<file path="config.mk">
export PLATFORM = sky130hd
export DESIGN_NAME = input_port_vc_buffer
export DESIGN_NICKNAME = d
export VERILOG_FILES = /design/src/rtl/noc_params.sv /design/src/rtl/input_vc_fifo.sv /design/src/rtl/input_port_vc_buffer.sv
export SDC_FILE = /design/constraint.sdc
export NUM_CORES = 1
export LEC_CHECK = 0
export CAP_MARGIN = 40
export CORE_UTILIZATION = 50
export DETAILED_ROUTE_END_ITERATION = 16
export GPL_ROUTABILITY_DRIVEN = 0
export PLACE_DENSITY = 0.8
export SYNTH_ARGS = -nofsm -noshare
export SYNTH_HDL_FRONTEND = slang
export SYNTH_HIERARCHICAL = 1
export SYNTH_SLANG_ARGS = --single-unit
</file>
<file path="constraint.sdc">
create_clock -name clk -period 5.34 [get_ports clk]
set_clock_uncertainty 0.1 [all_clocks]
set_input_delay 1.068 -clock clk [delete_from_list [all_inputs] [get_ports clk]]
set_output_delay 1.068 -clock clk [all_outputs]
set_load 0.005 [all_outputs]
</file>
<file path="src/rtl/noc_params.sv">
// Shared NoC definitions: output ports, flit labels, flit layout and the XY route helper.
package noc_params;

  localparam int DEST_ADDR_SIZE_X = 4;
  localparam int DEST_ADDR_SIZE_Y = 4;
  localparam int VC_SIZE          = 1;
  localparam int FLIT_DATA_SIZE   = 16;
  localparam int PORT_NUM         = 5;

  typedef enum logic [2:0] {LOCAL, NORTH, SOUTH, WEST, EAST} port_t;

  typedef enum logic [1:0] {HEAD, BODY, TAIL, HEADTAIL} flit_label_t;

  typedef struct packed {
    flit_label_t                 flit_label;
    logic [VC_SIZE-1:0]          vc_id;
    logic [DEST_ADDR_SIZE_X-1:0] dest_x;
    logic [DEST_ADDR_SIZE_Y-1:0] dest_y;
    logic [FLIT_DATA_SIZE-1:0]   data;
  } flit_t;

  typedef enum logic [1:0] {VC_IDLE, VC_RC, VC_ACTIVE} vc_state_t;

  // Dimension-ordered routing: resolve X fully before Y.
  function automatic port_t xy_route(input logic [DEST_ADDR_SIZE_X-1:0] dest_x,
                                     input logic [DEST_ADDR_SIZE_Y-1:0] dest_y,
                                     input int x_cur, input int y_cur);
    port_t p;
    if (int'(dest_x) > x_cur)      p = EAST;
    else if (int'(dest_x) < x_cur) p = WEST;
    else if (int'(dest_y) > y_cur) p = SOUTH;
    else if (int'(dest_y) < y_cur) p = NORTH;
    else                           p = LOCAL;
    return p;
  endfunction

endpackage

</file>
<file path="src/rtl/input_vc_fifo.sv">
// Single-VC circular flit buffer with head peek; a push into a full buffer is
// accepted only when a pop happens on the same edge, otherwise it is dropped.
module input_vc_fifo
  import noc_params::*;
#(
  parameter int BUFFER_SIZE = 8
) (
  input  logic  clk,
  input  logic  rst,
  input  logic  i_push,
  input  flit_t i_dat,
  input  logic  i_pop,
  output flit_t o_head,
  output logic  o_full,
  output logic  o_empty,
  output logic  o_drop
);

  localparam int PTR_W = $clog2(BUFFER_SIZE);
  localparam int CNT_W = PTR_W + 1;

  flit_t            r_mem [BUFFER_SIZE];
  logic [PTR_W-1:0] r_rd_ptr;
  logic [PTR_W-1:0] r_wr_ptr;
  logic [CNT_W-1:0] r_count;
  logic             w_do_push;
  logic             w_do_pop;

  assign o_full    = (r_count == CNT_W'(BUFFER_SIZE));
  assign o_empty   = (r_count == '0);
  assign w_do_pop  = i_pop && !o_empty;
  assign w_do_push = i_push && (!o_full || w_do_pop);
  assign o_drop    = i_push && o_full && !w_do_pop;
  assign o_head    = r_mem[r_rd_ptr];

  // Power-of-two depth lets the pointers wrap by plain overflow.
  always_ff @(posedge clk or posedge rst) begin
    if (rst) begin
      r_rd_ptr <= '0;
      r_wr_ptr <= '0;
      r_count  <= '0;
    end else begin
      if (w_do_push) r_wr_ptr <= r_wr_ptr + 1'b1;
      if (w_do_pop)  r_rd_ptr <= r_rd_ptr + 1'b1;
      case ({w_do_push, w_do_pop})
        2'b10:   r_count <= r_count + CNT_W'(1);
        2'b01:   r_count <= r_count - CNT_W'(1);
        default: r_count <= r_count;
      endcase
    end
  end

  always_ff @(posedge clk) begin
    if (w_do_push) r_mem[r_wr_ptr] <= i_dat;
  end

endmodule

</file>
<file path="src/rtl/input_port_vc_buffer.sv">
// Input port stage: per-VC FIFOs, per-VC IDLE/RC/ACTIVE packet FSM with XY routing, granted-flit pop.
// Define VC_CREDIT_RETURN_EN to add the registered per-VC credit_o pop pulses.
module input_port_vc_buffer
  import noc_params::*;
#(
  parameter int VC_NUM      = 2,
  parameter int BUFFER_SIZE = 8,
  parameter int X_CURRENT   = 0,
  parameter int Y_CURRENT   = 0
) (
  input  logic                     clk,
  input  logic                     rst,
  input  flit_t                    data_i,
  input  logic                     valid_flit_i,
  input  logic [VC_NUM-1:0]        sa_grant_i,
  output logic [VC_NUM-1:0]        request_o,
  output port_t [VC_NUM-1:0]       out_port_o,
  output flit_t                    flit_o,
  output logic                     valid_flit_o,
  output logic [VC_NUM-1:0]        is_full_o,
  output logic [VC_NUM-1:0]        is_empty_o,
  output logic                     overflow_o
`ifdef VC_CREDIT_RETURN_EN
  ,
  output logic [VC_NUM-1:0]        credit_o
`endif
);

  vc_state_t [VC_NUM-1:0] r_state;
  vc_state_t [VC_NUM-1:0] w_state_nxt;
  port_t     [VC_NUM-1:0] r_out_port;
  flit_t                  w_head [VC_NUM];
  logic      [VC_NUM-1:0] w_push;
  logic      [VC_NUM-1:0] w_drop;
  logic      [VC_NUM-1:0] w_grant_sel;
  logic      [VC_NUM-1:0] w_pop;
  flit_t                  w_pop_flit;
  flit_t                  r_flit;
  logic                   r_valid;
  logic                   r_overflow;

  for (genvar v = 0; v < VC_NUM; v++) begin : g_vc
    assign w_push[v] = valid_flit_i && (int'(data_i.vc_id) == v);

    input_vc_fifo #(.BUFFER_SIZE(BUFFER_SIZE)) u_fifo (
      .clk     (clk),
      .rst     (rst),
      .i_push  (w_push[v]),
      .i_dat   (data_i),
      .i_pop   (w_pop[v]),
      .o_head  (w_head[v]),
      .o_full  (is_full_o[v]),
      .o_empty (is_empty_o[v]),
      .o_drop  (w_drop[v])
    );
  end

  // Lowest set grant bit wins; a grant to a non-requesting VC pops nothing.
  assign w_grant_sel = sa_grant_i & (~sa_grant_i + 1'b1);
  assign w_pop       = w_grant_sel & request_o;

  always_comb begin
    w_pop_flit = '0;
    for (int v = 0; v < VC_NUM; v++) begin
      if (w_pop[v]) w_pop_flit = w_head[v];
    end
  end

  always_ff @(posedge clk or posedge rst) begin
    if (rst) begin
      for (int v = 0; v < VC_NUM; v++) r_state[v] <= VC_IDLE;
    end else begin
      r_state <= w_state_nxt;
    end
  end

  // A BODY/TAIL head while idle never leaves IDLE, so that VC stalls for good.
  always_comb begin
    w_state_nxt = r_state;
    for (int v = 0; v < VC_NUM; v++) begin
      case (r_state[v])
        VC_IDLE:
          if (!is_empty_o[v] &&
              (w_head[v].flit_label == HEAD || w_head[v].flit_label == HEADTAIL))
            w_state_nxt[v] = VC_RC;
        VC_RC:
          w_state_nxt[v] = VC_ACTIVE;
        VC_ACTIVE:
          if (w_pop[v] &&
              (w_head[v].flit_label == TAIL || w_head[v].flit_label == HEADTAIL))
            w_state_nxt[v] = VC_IDLE;
        default:
          w_state_nxt[v] = VC_IDLE;
      endcase
    end
  end

  always_comb begin
    request_o = '0;
    for (int v = 0; v < VC_NUM; v++) begin
      request_o[v] = (r_state[v] == VC_ACTIVE) && !is_empty_o[v];
    end
  end

  always_ff @(posedge clk or posedge rst) begin
    if (rst) begin
      for (int v = 0; v < VC_NUM; v++) r_out_port[v] <= LOCAL;
      r_flit     <= '0;
      r_valid    <= 1'b0;
      r_overflow <= 1'b0;
    end else begin
      for (int v = 0; v < VC_NUM; v++) begin
        if (r_state[v] == VC_RC)
          r_out_port[v] <= xy_route(w_head[v].dest_x, w_head[v].dest_y, X_CURRENT, Y_CURRENT);
      end
      if (|w_pop) r_flit <= w_pop_flit;
      r_valid    <= |w_pop;
      r_overflow <= r_overflow | (|w_drop);
    end
  end

  assign out_port_o   = r_out_port;
  assign flit_o       = r_flit;
  assign valid_flit_o = r_valid;
  assign overflow_o   = r_overflow;

`ifdef VC_CREDIT_RETURN_EN
  logic [VC_NUM-1:0] r_credit;

  always_ff @(posedge clk or posedge rst) begin
    if (rst) r_credit <= '0;
    else     r_credit <= w_pop;
  end

  assign credit_o = r_credit;
`endif

  a_grant_onehot: assert property (@(posedge clk) disable iff (rst) $onehot0(sa_grant_i));

endmodule

</file>
# --- Yosys cells after proc, flatten, opt, wreduce, memory -nomap -nowiden ---
# Memory sizes are Yosys's and may differ from the RTL's.
# Cells that the tools add are included.
word_totals:
  register_bits: 59
  input_bits: 32
  output_inout_bits: 41
  memories: 2
  wordCells: 113
  ramBits: 432
op_classes:
  addsub: 9
  eq_ne: 18
  n_reduce_logical: 40
  magnitude_cmp: 4
  muxes: 18
  bitwise: 5
mem_list:
  columns: ["memory", "depth", "width", "read_ports", "rd_clocked_by_memory_dff", "wr", "line_no", "source"]
  rows:
  - ["g_vc[0].u_fifo.r_mem", 8, 27, 1, 0, 1, "input_vc_fifo.sv:22", "flit_t r_mem [BUFFER_SIZE];"]
  - ["g_vc[1].u_fifo.r_mem", 8, 27, 1, 0, 1, "input_vc_fifo.sv:22", null]
op_table:
  columns: ["cell", "count"]
  rows:
  - ["two-way mux 27 bit", 2]
  - ["equality test 2 bit (second input constant)", 8]
  - ["greater-than comparator 4 x 1 -> 1 bit (second input constant)", 4]
  - ["logical AND 1 bit", 16]
  - ["one-hot mux 4 bit (2 select lines)", 2]
  - ["adder 3 x 1 -> 3 bit (second input constant)", 4]
  - ["two-way mux 2 bit", 6]
  - ["one-hot mux 2 bit (3 select lines)", 2]
  - ["adder 4 x 1 -> 4 bit (second input constant)", 2]
  - ["equality test 2 x 1 -> 1 bit (second input constant)", 4]
  - ["equality test 4 bit (second input constant)", 2]
  - ["zero test 2 bit", 4]
  - ["zero test 4 bit", 2]
  - ["inequality test 2 bit (second input constant)", 4]
  - ["subtractor 4 x 1 -> 4 bit (second input constant)", 2]
  - ["zero test 1 bit", 6]
  - ["logical OR 1 bit", 6]
  - ["two-way mux 3 bit", 2]
  - ["bitwise AND 2 bit", 2]
  - ["two-way mux 1 bit", 4]
  - ["AND reduction 2 bit", 2]
  - ["nonzero test 2 bit", 2]
  - ["OR reduction 2 bit", 2]
  - ["adder 2 x 1 -> 2 bit (second input constant)", 1]
  - ["other kinds (3)", 3]

# --- Longest topological paths before layout ---
# Gate-level depths: netlist of the first run.
depth:
  depth_word: 9
  mapped_depth: 17
  mapped_depth_nobuf: 14

# --- Cells and area by module ---
# The synthesis of the first run kept the hierarchy.
modules_own_cells:
  columns: ["mod", "cells_per_inst", "area_each_um2", "seq_area_each_um2", "n_inst"]
  rows:
  - ["input_vc_fifo (g_vc[1].u_fifo)", 381, 8938.6, 6736.5, 1]
  - ["input_vc_fifo (g_vc[0].u_fifo)", 381, 8923.6, 6736.5, 1]
  - ["input_port_vc_buffer", 166, 1761.7, 925.9, 1]

# --- Worst setup path before layout of the first run ---
# Ideal clock, no wire load.
synth_path:
  path_kind: "input-to-reg"
  start: "input sa_grant_i[0]"
  end: "memory g_vc[0].u_fifo/r_mem[0][0] (netlist bit), enable pin"
  setup_time_ns: 0.479
  arrival_time_ns: 4.592
  path_buffers: 1
  required_time_ns: 4.761
  cell_stages: 6
  setup_slack_ns: 0.169
  path_cell_list: "nand4bb_1 > inv_2 > buf_2 > nand2b_1 > o21ai_4 > nor4_1"
synth_between:
  elab_chain_cells: 9
synth_lines:
  columns: ["element", "line_no", "source"]
  rows:
  - ["start, declared", "input_port_vc_buffer.sv:15", "input logic [VC_NUM-1:0] sa_grant_i,"]
  - ["NOT 2 bit", "input_port_vc_buffer.sv:59", "assign w_grant_sel = sa_grant_i & (~sa_grant_i + 1'b1);"]
  - ["adder 2 x 1 -> 2 bit", "input_port_vc_buffer.sv:59", null]
  - ["bitwise AND 2 bit (*)", "input_port_vc_buffer.sv:59", null]
  - ["bitwise AND 2 bit (*)", "input_port_vc_buffer.sv:60", "assign w_pop = w_grant_sel & request_o;"]
  - ["named net w_pop[0]", "input_port_vc_buffer.sv:36", "logic [VC_NUM-1:0] w_pop;"]
  - ["logical AND 1 bit (*)", "input_vc_fifo.sv:31", "assign w_do_pop = i_pop && !o_empty;"]
  - ["logical OR 1 bit (*)", "input_vc_fifo.sv:32", "assign w_do_push = i_push && (!o_full || w_do_pop);"]
  - ["logical AND 1 bit (*)", "input_vc_fifo.sv:32", null]
  - ["two-way mux 1 bit (*)", "input_vc_fifo.sv:54", "if (w_do_push) r_mem[r_wr_ptr] <= i_dat;"]
  - ["two-way mux 1 bit (implied by the code) (*)", "input_vc_fifo.sv:54", null]
  - ["end, declared", "input_vc_fifo.sv:22", null]
# The timed path passes the listed nets; every way through them passes the cells marked *.

# --- Worst setup path after layout of the first run ---
layout_path:
  start: "register g_vc[1].u_fifo.r_count[1]"
  end: "register g_vc[1].u_fifo.r_count[3]"
layout_between:
  elab_chain_cells: 9
  word_cells_on_any_way: 15
  classes_between: "add/sub: 2; eq/ne: 3; mux: 1; bitwise: 1; reduce/logical: 8"
layout_lines:
  columns: ["element", "line_no", "source"]
  rows:
  - ["start, declared", "input_vc_fifo.sv:25", "logic [CNT_W-1:0] r_count;"]
  - ["start signal, assigned", "input_vc_fifo.sv:46", "2'b10: r_count <= r_count + CNT_W'(1);"]
  - ["start signal, assigned", "input_vc_fifo.sv:47", "2'b01: r_count <= r_count - CNT_W'(1);"]
  - ["start signal, assigned", "input_vc_fifo.sv:48", "default: r_count <= r_count;"]
  - ["zero test 4 bit", "input_vc_fifo.sv:30", "assign o_empty = (r_count == '0);"]
  - ["zero test 1 bit", "input_vc_fifo.sv:31, input_port_vc_buffer.sv:101", null]
  - ["logical AND 1 bit", "input_port_vc_buffer.sv:101", "request_o[v] = (r_state[v] == VC_ACTIVE) && !is_empty_o[v];"]
  - ["bitwise AND 2 bit", "input_port_vc_buffer.sv:60", null]
  - ["logical AND 1 bit", "input_vc_fifo.sv:31", null]
  - ["logical OR 1 bit", "input_vc_fifo.sv:32", null]
  - ["logical AND 1 bit", "input_vc_fifo.sv:32", null]
  - ["equality test 2 x 1 -> 1 bit / equality test 2 bit (equally long branches)", "input_vc_fifo.sv:45", "case ({w_do_push, w_do_pop})"]
  - ["one-hot mux 4 bit (2 select lines) / nonzero test 2 bit (equally long branches)", null, null]
# Several ways; a longest one is shown, not always the timed one.
# A chain may end at the register's enable or synchronous reset.

==> summary.md, run 1 <==
| Metric | Value |
|---|---|
| P_int | `8.246 mW` |
| Number of global-route vias before repair | `9,905` |
| Dominant synthesized flop cell | `edfxtp_1` |
| Synth area leader | `edfxtp_1` |
| Yosys top cell area share | `66.11%` |
| Clock root buffer master | `clkbuf_16` |
| Clk buf depth | `3` |
| Reg2Reg Launch Point | `g_vc[1].u_fifo/r_count[1]` |
| Worst hold path endpoint | `overflow_o` |
| Hold Violations, Final | `0` |
| Cts repair resizes | `0` |
| FF-to-FF End | `g_vc[1].u_fifo/r_count[3]` |
| Unique cell type count in the Yosys netlist | `53` |
| Min Hold Slack | `369.9 ps` |
| Worst skew pair latency | `550 ps` |
| Worst R2R Path Depth | `14` |
| Total Routed Length | `40,450 um` |
| Post-synthesis cell count | `928` |
| CTS tree | `built` |
| Syn-to-layout area delta | `15.05%` |
| H-tree levels | `2` |
| Row count | `72` |
| Sw power | `3.333 mW` |
| Syn_area_per_cell | `21.15 um^2` |
| Gr usage total | `20.31%` |
| Overflow after GRT | `0` |
| Largest net degree at the start of global routing | `48` |
| Pwr dens | `512.8 nW/um^2` |
| First-pass GRT wire length | `60,590 um` |
| Diodes inserted | `0` |
| Initial Utilization | `50.78%` |
| Flop pwr share | `44.3%` |
| Port bufs | `70` |
| Fmax | `0.2289 GHz` |
| Slew at the pin closest to its max-slew limit | `938.5 ps` |
| Lkg Pwr | `7.619 nW` |
| Setup crit end kind | `flip-flop` |
| Final setup viols | `0` |
| Mapped cell area | `19,620 um^2` |
| Drt wl/cell | `25.43 um` |
| Relative slew slack | `37.29%` |
| Die Footprint | `40,040 um^2` |
| CTS Buf Count | `48` |
| Tmin final | `4369 ps` |
| Nets | `1,079` |
| Outcome | `finished clean` |
| Clock sink count | `489` |
| Routed vias/inst | `5.965` |
| Die Ht | `200.1 um` |
| Clock Power Share | `28.1%` |
| RSZ-0062 raised after global routing | `no` |
| Setup bufs post-CTS | `0` |
| Critical path fanouts, max | `21` |
| Ys Warns | `6` |
| Worst Hold Class | `reg2reg` |
| Io pins | `73` |
| Worst setup SP type | `flip-flop` |
| Core area | `38,650 um^2` |
| TritonRoute pass-1 iters | `5` |
| Worst EP required | `5720 ps` |
| Routed vias | `9,491` |
| Ranking of synthesized cells by area | `edfxtp_1 (66%), mux4_1 (8.3%), dfrtp_1 (7.3%)` |
| Register-to-Register Setup Slack | `970 ps` |
| Iteration-0 DRC Markers | `932` |
| Min-delay src | `overflow_o` |
| Cts hold-fix bufs | `0` |
| Max Cap Violations | `0` |
| Tcrit/Tclk final | `81.82%` |
| EDFF count, synth | `432` |
| Die W | `200.1 um` |
| Share of layout cells above drive strength 1 | `22.55%` |
| Post-DP HPWL | `23,560 um` |
| Slew Viols, Final | `0` |
| Layout fillers | `2,683` |
| Antenna Nets Post-Route | `0` |
| Synth async-reset ratio | `11.66%` |
| Pwr Total | `11.58 mW` |
| Residual DRC count | `0` |
| Max VDD drop | `0.2580 mV` |
| Switching Fraction | `28.78%` |
| Hold path depth | `1` |
| Gate power share | `27.6%` |
| Sequential fraction of the synthesis area | `73.37%` |
| CP arrival | `4750 ps` |
| Crit Path Class | `reg2reg` |
| Reg clk slew, reported paths | `60 ps` |
| Initial antenna violation count | `1` |
| Setup TNS | `0 ps` |
| Seq cells post-synth | `489` |
[worst max-delay path by stage]
stage | startpoint | endpoint | slack [ps] | depth (start not counted)
CTS | g_vc[1].u_fifo/r_count[2] | g_vc[1].u_fifo/r_count[3] | 1020 | 14
detailed placement | sa_grant_i[0] | g_vc[0].u_fifo/r_count[3] | 950 | 11
global route | g_vc[1].u_fifo/r_count[2] | g_vc[1].u_fifo/r_count[3] | 760 | 14
global placement | sa_grant_i[0] | g_vc[0].u_fifo/r_count[3] | 1010 | 11
floorplan | sa_grant_i[0] | g_vc[0].u_fifo/r_mem[0][0] | 170 | 6
finish | g_vc[1].u_fifo/r_count[1] | g_vc[1].u_fifo/r_count[3] | 970 | 14
[flip-flops by register name, indices dropped and copies added, names as in the netlist]
register	cells
g_vc.u_fifo/r_mem	432
flit_o	27
g_vc.u_fifo/r_count	8
g_vc.u_fifo/r_rd_ptr	6
g_vc.u_fifo/r_wr_ptr	6
out_port_o	4
r_state	4
overflow_o	1
valid_flit_o	1
[cells by family after synthesis]
group / after synthesis / synth area share [%]
fa+ha+maj: 14 / 0.9691
mux: 174 / 17.39
other cells: 1 / 0.01911
compound gates: 58 / 2.601
flops: 489 / 73.37
simple gates: 103 / 2.774
xor+xnor: 14 / 0.6249
buf+inv: 75 / 2.244
[power groups by stage]
| stage | Clock (mW) | Sequential (mW) | Combinational (mW) |
|---|---|---|---|
| finish | 3.25 | 5.13 | 3.20 |
| global route | 3.43 | 5.18 | 3.40 |
| CTS | 3.29 | 5.14 | 3.21 |
| detailed placement | 0 | 5.20 | 3.17 |
| global placement | 0 | 5.36 | 2.84 |
| floorplan | 0 | 4.90 | 2.36 |
[layout by cell type, fill, tap and decap left out, types with 8 or more instances in the layout]
cell type        instances
nand2_1                 20
clkdlybuf4s50_1         70
ha_1                    12
clkbuf_1                15
a21oi_1                 10
o32ai_1                  8
edfxtp_1               432
buf_4                   25
clkinv_1                11
xnor2_1                  8
clkbuf_16               49
and2_1                  14
mux4_1                  62
nand2b_1                10
a221o_1                 13
inv_1                   25
dfrtp_1                 53
mux2_2                  62
mux4_2                  46
nor2_1                  12
nor3_2                   8
[routing by layer]
metal | up-vias | part of all wire [%] | global-route usage [%]
met5 | - | 0.057 | 0
met2 | 416 | 49 | 33.05
li1 | 4047 | - | -
met1 | 4940 | 41 | 28.48
met4 | 4 | 2.3 | 5.824
met3 | 84 | 7.6 | 3.498
[synthesized netlist by cell type (4+ instances only)]
library cell	number
and2_1	14
nand2b_1	10
buf_6	17
buf_2	9
nand2_1	20
nor3_1	13
o32ai_1	8
ha_1	12
mux4_2	46
or3_1	5
nor2_1	18
buf_1	9
dfrtp_1	57
clkbuf_1	4
o21ai_0	5
or2_2	4
mux4_1	62
nor4_1	4
nand3_1	6
a21oi_1	10
xnor2_1	8
mux2_2	62
xor2_1	6
a31oi_1	5
inv_1	26
edfxtp_1	432
a221o_1	13
[worst max-delay path, stage by stage (launching register included)]
cell      delay [ps]
dfrtp_1          370
or3_1            390
nor2_1           170
or3b_1           680
clkinv_4         160
nand2_2          150
inv_2            480
o21ai_2          180
or2_2            340
inv_1             90
ha_1             250
or2_2            310
a21oi_1          170
mux2_2           370
nand3_1           70
[per-stage QoR]
stage / setup slack (ps) / instance area, um^2 / instances / util [%]
6_report: 970.7 / 22580 / 1591 / 58.42
5_1_grt: 764.0 / 22580 / 1591 / 58.42
4_1_cts: 1020 / 22580 / 1591 / 58.42
3_5_place_dp: 949.2 / 21050 / 1501 / 54.47
3_3_place_gp: 1005 / 20950 / 1497 / 54.21
2_1_floorplan: 169.1 / 19630 / 929 / -
[final cells by class]
| type | instances | area (um^2) | area share [%] |
|---|---|---|---|
| flip-flops and latches | 489 | 14410 | 63.82 |
| well taps | 518 | 648.1 | 2.871 |
| repair buffers | 99 | 991.0 | 4.389 |
| clock buffers | 68 | 1338 | 5.924 |
| inverters | 30 | 117.6 | 0.5209 |
| multi-input cells | 365 | 4886 | 21.64 |
| clock inverters | 22 | 188.9 | 0.8368 |
Note: power is estimated with default switching activity, not from simulation.
==> run 2, diff against run 1 <==
PLACE_DENSITY = 0.77   (was 0.8)
clock period = 4.4 ns   (was 5.34 ns; I/O delays follow)
==> summary.md, run 2 (synthesis gave the netlist of run 1 again) <==
| Metric | Value |
|---|---|
| Setup TNS | `0 ps` |
| Met1 Wirelength | `17,290 um` |
| Slowest stage delay, CP | `720 ps` |
| CP arrival | `4040 ps` |
| Fmax | `0.2624 GHz` |
| Tcrit/Tclk final | `86.63%` |
| Port bufs | `70` |
| Clock sink count | `489` |
| Lkg Pwr | `7.713 nW` |
| Max VDD drop | `0.4052 mV` |
| Total Routed Length | `41,560 um` |
| Slowest stage cell, crit path | `o211ai_1` |
| Worst EP required | `4630 ps` |
| First-pass GRT wire length | `63,210 um` |
| Max Cap Violations | `0` |
| Cts hold-fix bufs | `0` |
| Largest net degree at the start of global routing | `43` |
| Die W | `200.1 um` |
| Commonest non-fill, non-tap cell in the layout | `edfxtp_1` |
| Initial antenna violation count | `0` |
| Antenna Nets Post-Route | `0` |
| Worst Hold Class | `reg2reg` |
| Sequence of cells on the critical path | `or3_1 -> nor2_1 -> or3b_1 -> clkinv_4 -> nand2_2 -> inv_2 -> buf_4 -> nand2b_1 -> o211ai_1 -> nor2_4 -> buf_12` |
| Clk buf depth | `3` |
| H-tree levels | `2` |
| Row count | `72` |
| CTS Buf Count | `49` |
| Cts repair resizes | `0` |
| Hold Violations, Final | `0` |
| Outcome | `finished clean` |
| Critical path fanouts, max | `20` |
| Clock root buffer master | `clkbuf_16` |
| Iteration-0 DRC Markers | `689` |
| Core area | `38,650 um^2` |
| Tmin final | `3812 ps` |
| Layout fillers | `2,650` |
| Commonest non-fill, non-tap cells in the layout | `edfxtp_1 (432), clkdlybuf4s50_1 (70), mux2_2 (62), mux4_1 (62), dfrtp_1 (53)` |
| Pre-CTS setup slack | `515.4 ps` |
| Initial Utilization | `50.78%` |
| Gr usage total | `21.39%` |
| Reg clk slew, reported paths | `60 ps` |
| P_int | `10.15 mW` |
| Routed vias/inst | `5.951` |
| Pwr dens | `626.8 nW/um^2` |
| Overflow after GRT | `0` |
| Crit Path Class | `reg2reg` |
| Switching Fraction | `28.93%` |
| Slew Viols, Final | `0` |
| Clock Power Share | `29.3%` |
| Sw power | `4.130 mW` |
| TritonRoute pass-1 iters | `5` |
| Io pins | `73` |
| Met3 wire len | `2902 um` |
| Worst setup SP type | `flip-flop` |
| Setup bufs post-CTS | `0` |
| Drt wl/cell | `26.01 um` |
| Routed vias | `9,510` |
| Post-DP HPWL | `25,210 um` |
| Diodes inserted | `0` |
| Share of layout cells above drive strength 1 | `24.17%` |
| Number of global-route vias before repair | `10,080` |
| Max reg flops | `432` |
| Top layer in use | `met4` |
| Setup crit end kind | `flip-flop` |
| Largest register by flop count | `g_vc.u_fifo/r_mem` |
| Flop pwr share | `44.1%` |
| Residual DRC count | `0` |
| Worst skew pair latency | `580 ps` |
| CTS tree | `built` |
| Slew at the pin closest to its max-slew limit | `898.9 ps` |
| Routed length on met2 | `20,410 um` |
| Final setup viols | `0` |
| Nets | `1,086` |
| Gate power share | `26.6%` |
| Die Footprint | `40,040 um^2` |
| Setup ws final | `588.4 ps` |
| Syn-to-layout area delta | `16.09%` |
| RSZ-0062 raised after global routing | `no` |
| Die Ht | `200.1 um` |
| Relative slew slack | `40.07%` |
-- run 2: power by group through the flow --
stage	Combinational, mW	Sequential (mW)	Clock, mW
after floorplan	2.86	5.95	0
after global placement	3.56	6.42	0
after detailed placement	3.77	6.38	0
after CTS	3.82	6.30	4.24
after global routing	4.06	6.37	4.43
final	3.80	6.29	4.18
-- run 2: per-stage QoR --
stage / area, um^2 / cells / utilization (%) / total power, mW / hold slack [ps]
after detailed placement: 21160 / 1507 / 54.76 / 10.15 / 369.6
after global routing: 22780 / 1598 / 58.95 / 14.86 / 421.2
after floorplan: 19640 / 929 / - / 8.809 / 329.8
after CTS: 22780 / 1598 / 58.95 / 14.37 / 384.3
final: 22780 / 1598 / 58.95 / 14.28 / 381.0
after global placement: 21090 / 1504 / 54.58 / 9.982 / 350.7
-- run 2: area by class of cell --
class,instances,area [um^2],area share [%]
clock buffers,60,1319,5.789
clock inverters,31,300.3,1.318
inverters,30,117.6,0.5163
multi-input cells,365,4903,21.52
flip-flops and latches,489,14410,63.25
well taps,518,648.1,2.845
repair buffers,105,1084,4.756
-- run 2: worst max-delay path: cells and delay by family (launching register included) --
| family | cells | cell delay, ps |
|---|---|---|
| buffers and inverters | 4 | 620 |
| AND/OR/NAND/NOR | 6 | 1730 |
| flip-flops | 1 | 390 |
| AO/OA/AOI/OAI | 1 | 720 |
-- run 2: worst paths after layout --
path / from / to / slack, ps / depth (start not counted)
max: g_vc[1].u_fifo/r_count[0] / g_vc[1].u_fifo/r_mem[3][14] / 590 / 11
min: overflow_o / overflow_o / 380 / 1
max reg2reg: g_vc[1].u_fifo/r_count[0] / g_vc[1].u_fifo/r_mem[3][14] / 590 / 11
min reg2reg: overflow_o / overflow_o / 380 / 1
max in group asynchronous: rst / flit_o[13] / 3010 / 3
min in group asynchronous: rst / g_vc[1].u_fifo/r_rd_ptr[2] / 660 / 2
-- run 2: per-layer routing --
metal,track usage (%),vias to the layer above
met4,6.593,0
met5,0,-
met3,4.442,72
met2,34.47,393
li1,-,4064
met1,29.54,4981
==> run 3, diff against run 2 <==
CAP_MARGIN = unset   (was 40)
CTS_BUF_LIST = sky130_fd_sc_hd__clkbuf_2   (was unset)
==> summary.md, run 3 (synthesis gave the netlist of run 1 again) <==
| Metric | Value |
|---|---|
| Nets | `1,149` |
| Die Footprint | `40,040 um^2` |
| Switching Fraction | `31.62%` |
| CTS tree | `built` |
| Hold Violations, Final | `0` |
| Number of global-route vias before repair | `10,550` |
| Max Cap Violations | `0` |
| Largest net degree at the start of global routing | `44` |
| Worst EP required | `3420 ps` |
| Reg2Reg Launch Point | `g_vc[1].u_fifo/r_count[0]` |
| Syn-to-layout area delta | `13.17%` |
| Initial Utilization | `50.78%` |
| Final setup viols | `0` |
| Tmin final | `4058 ps` |
| Setup bufs post-CTS | `0` |
| Iteration-0 DRC Markers | `753` |
| Core area | `38,650 um^2` |
| Worst Hold Class | `in2async` |
| Routed vias | `9,821` |
| Cts repair resizes | `0` |
| Relative slew slack | `25.02%` |
| Max reg flops | `432` |
| Pre-CTS setup slack | `513.9 ps` |
| CTS Buf Count | `115` |
| FF-to-FF End | `g_vc[1].u_fifo/r_mem[3][22]` |
| Die Ht | `200.1 um` |
| Initial antenna violation count | `2` |
| Total Routed Length | `41,390 um` |
| Max VDD drop | `0.2879 mV` |
| Largest register by flop count | `g_vc.u_fifo/r_mem` |
| Slew Viols, Final | `0` |
| Outcome | `finished clean` |
| Worst setup SP type | `flip-flop` |
| TritonRoute pass-1 iters | `5` |
| H-tree levels | `3` |
| Tcrit/Tclk final | `92.23%` |
| Setup ws final | `341.7 ps` |
| Port bufs | `70` |
| Gr usage total | `21.24%` |
| Routed vias/inst | `5.707` |
| Drt wl/cell | `24.05 um` |
| Clock Power Share | `22.9%` |
| Commonest non-fill, non-tap cells in the layout | `edfxtp_1 (432), clkbuf_2 (178), clkdlybuf4s50_1 (70)` |
| Lkg Pwr | `7.728 nW` |
| First-pass GRT wire length | `62,870 um` |
| Clock root buffer master | `clkbuf_2` |
| Reg clk slew, reported paths | `120 ps` |
| Post-DP HPWL | `24,740 um` |
| CP arrival | `3080 ps` |
| Gate power share | `28.2%` |
| Cts hold-fix bufs | `0` |
| Fmax | `0.2464 GHz` |
| Register-to-Register Setup Slack | `640 ps` |
| Slew at the pin closest to its max-slew limit | `1125 ps` |
| Io pins | `73` |
| Clock sink count | `489` |
| Worst skew pair latency | `1030 ps` |
| Overflow after GRT | `0` |
| Critical path fanouts, max | `9` |
| Sw power | `4.103 mW` |
| Commonest non-fill, non-tap cell in the layout | `edfxtp_1` |
| Residual DRC count | `0` |
| Die W | `200.1 um` |
| Worst R2R Path Depth | `11` |
| Row count | `72` |
| P_int | `8.872 mW` |
| Clk buf depth | `3` |
| Antenna Nets Post-Route | `0` |
| RSZ-0062 raised after global routing | `no` |
| Share of layout cells above drive strength 1 | `31.00%` |
| Layout fillers | `2,807` |
| Flop pwr share | `48.9%` |
| Setup TNS | `0 ps` |
| Pwr dens | `584.3 nW/um^2` |
| Setup crit end kind | `output port` |
| Crit Path Class | `reg2out` |
[run 3: cell count changes in the layout (fill, tap and decap cells not counted), moves of 2 or more]
cell / delta
buf_12: -2
bufinv_16: -3
clkbuf_1: -7
clkbuf_16: -50
clkbuf_2: +178
clkbuf_8: -3
clkinv_1: +16
clkinv_2: -7
diode_2: +3
[run 3: power by group through the flow]
stage / clock network (mW) / logic, mW / registers (mW)
after floorplan: 0 / 2.86 / 5.95
after global placement: 0 / 3.56 / 6.42
after detailed placement: 0 / 3.64 / 6.46
after CTS: 3.05 / 3.68 / 6.36
after global routing: 3.27 / 3.92 / 6.43
final: 2.97 / 3.66 / 6.35
[run 3: worst max path at each step]
| stage | startpoint | endpoint | slack [ps] |
|---|---|---|---|
| CTS | g_vc[1].u_fifo/r_count[0] | request_o[1] | 260 |
| global route | g_vc[1].u_fifo/r_count[0] | request_o[1] | 110 |
| floorplan | g_vc[1].u_fifo/r_count[1] | g_vc[1].u_fifo/r_mem[2][0] | 30 |
| global placement | sa_grant_i[0] | g_vc[1].u_fifo/r_mem[3][12] | 590 |
| detailed placement | sa_grant_i[0] | g_vc[1].u_fifo/r_mem[3][12] | 510 |
| finish | g_vc[1].u_fifo/r_count[0] | request_o[1] | 340 |
[run 3: worst max-delay path, cell delays in order, from the launching register on]
cell and delay, ps:
dfrtp_1 400, or3_1 580, nor2_1 310, or3b_1 240, clkinv_4 90, clkdlybuf4s50_1 490
[run 3: stage by stage]
stage	area (um^2)	cells	util [%]	power (mW)	hold WS, ps
2_1_floorplan	19640	929	-	8.809	329.8
3_3_place_gp	21090	1504	54.58	9.982	350.7
3_5_place_dp	21090	1504	54.58	10.10	365.1
4_1_cts	22200	1718	57.44	13.09	78.69
5_1_grt	22210	1720	57.46	13.63	99.60
6_report	22210	1721	57.46	12.98	190.2
[run 3: final cells by class]
type	count	area, um^2	share of cell area, %
tap	518	648.1	2.918
sequential	489	14410	64.88
timing repair buffer	102	1016	4.575
antenna	3	7.507	0.03380
clock buffer	178	890.9	4.012
inverter	30	117.6	0.5296
multi-input combinational	365	4903	22.08
clock inverter	36	215.2	0.9691
[run 3: per-layer routing]
metal / GRT usage (%) / routed length [um] / vias to the layer above
li1: - / - / 4287
met1: 28.37 / 17290 / 5092
met2: 34.03 / 20560 / 370
met3: 5.255 / 2719 / 72
met4: 7.912 / 821 / 0
met5: 0 / 0 / -
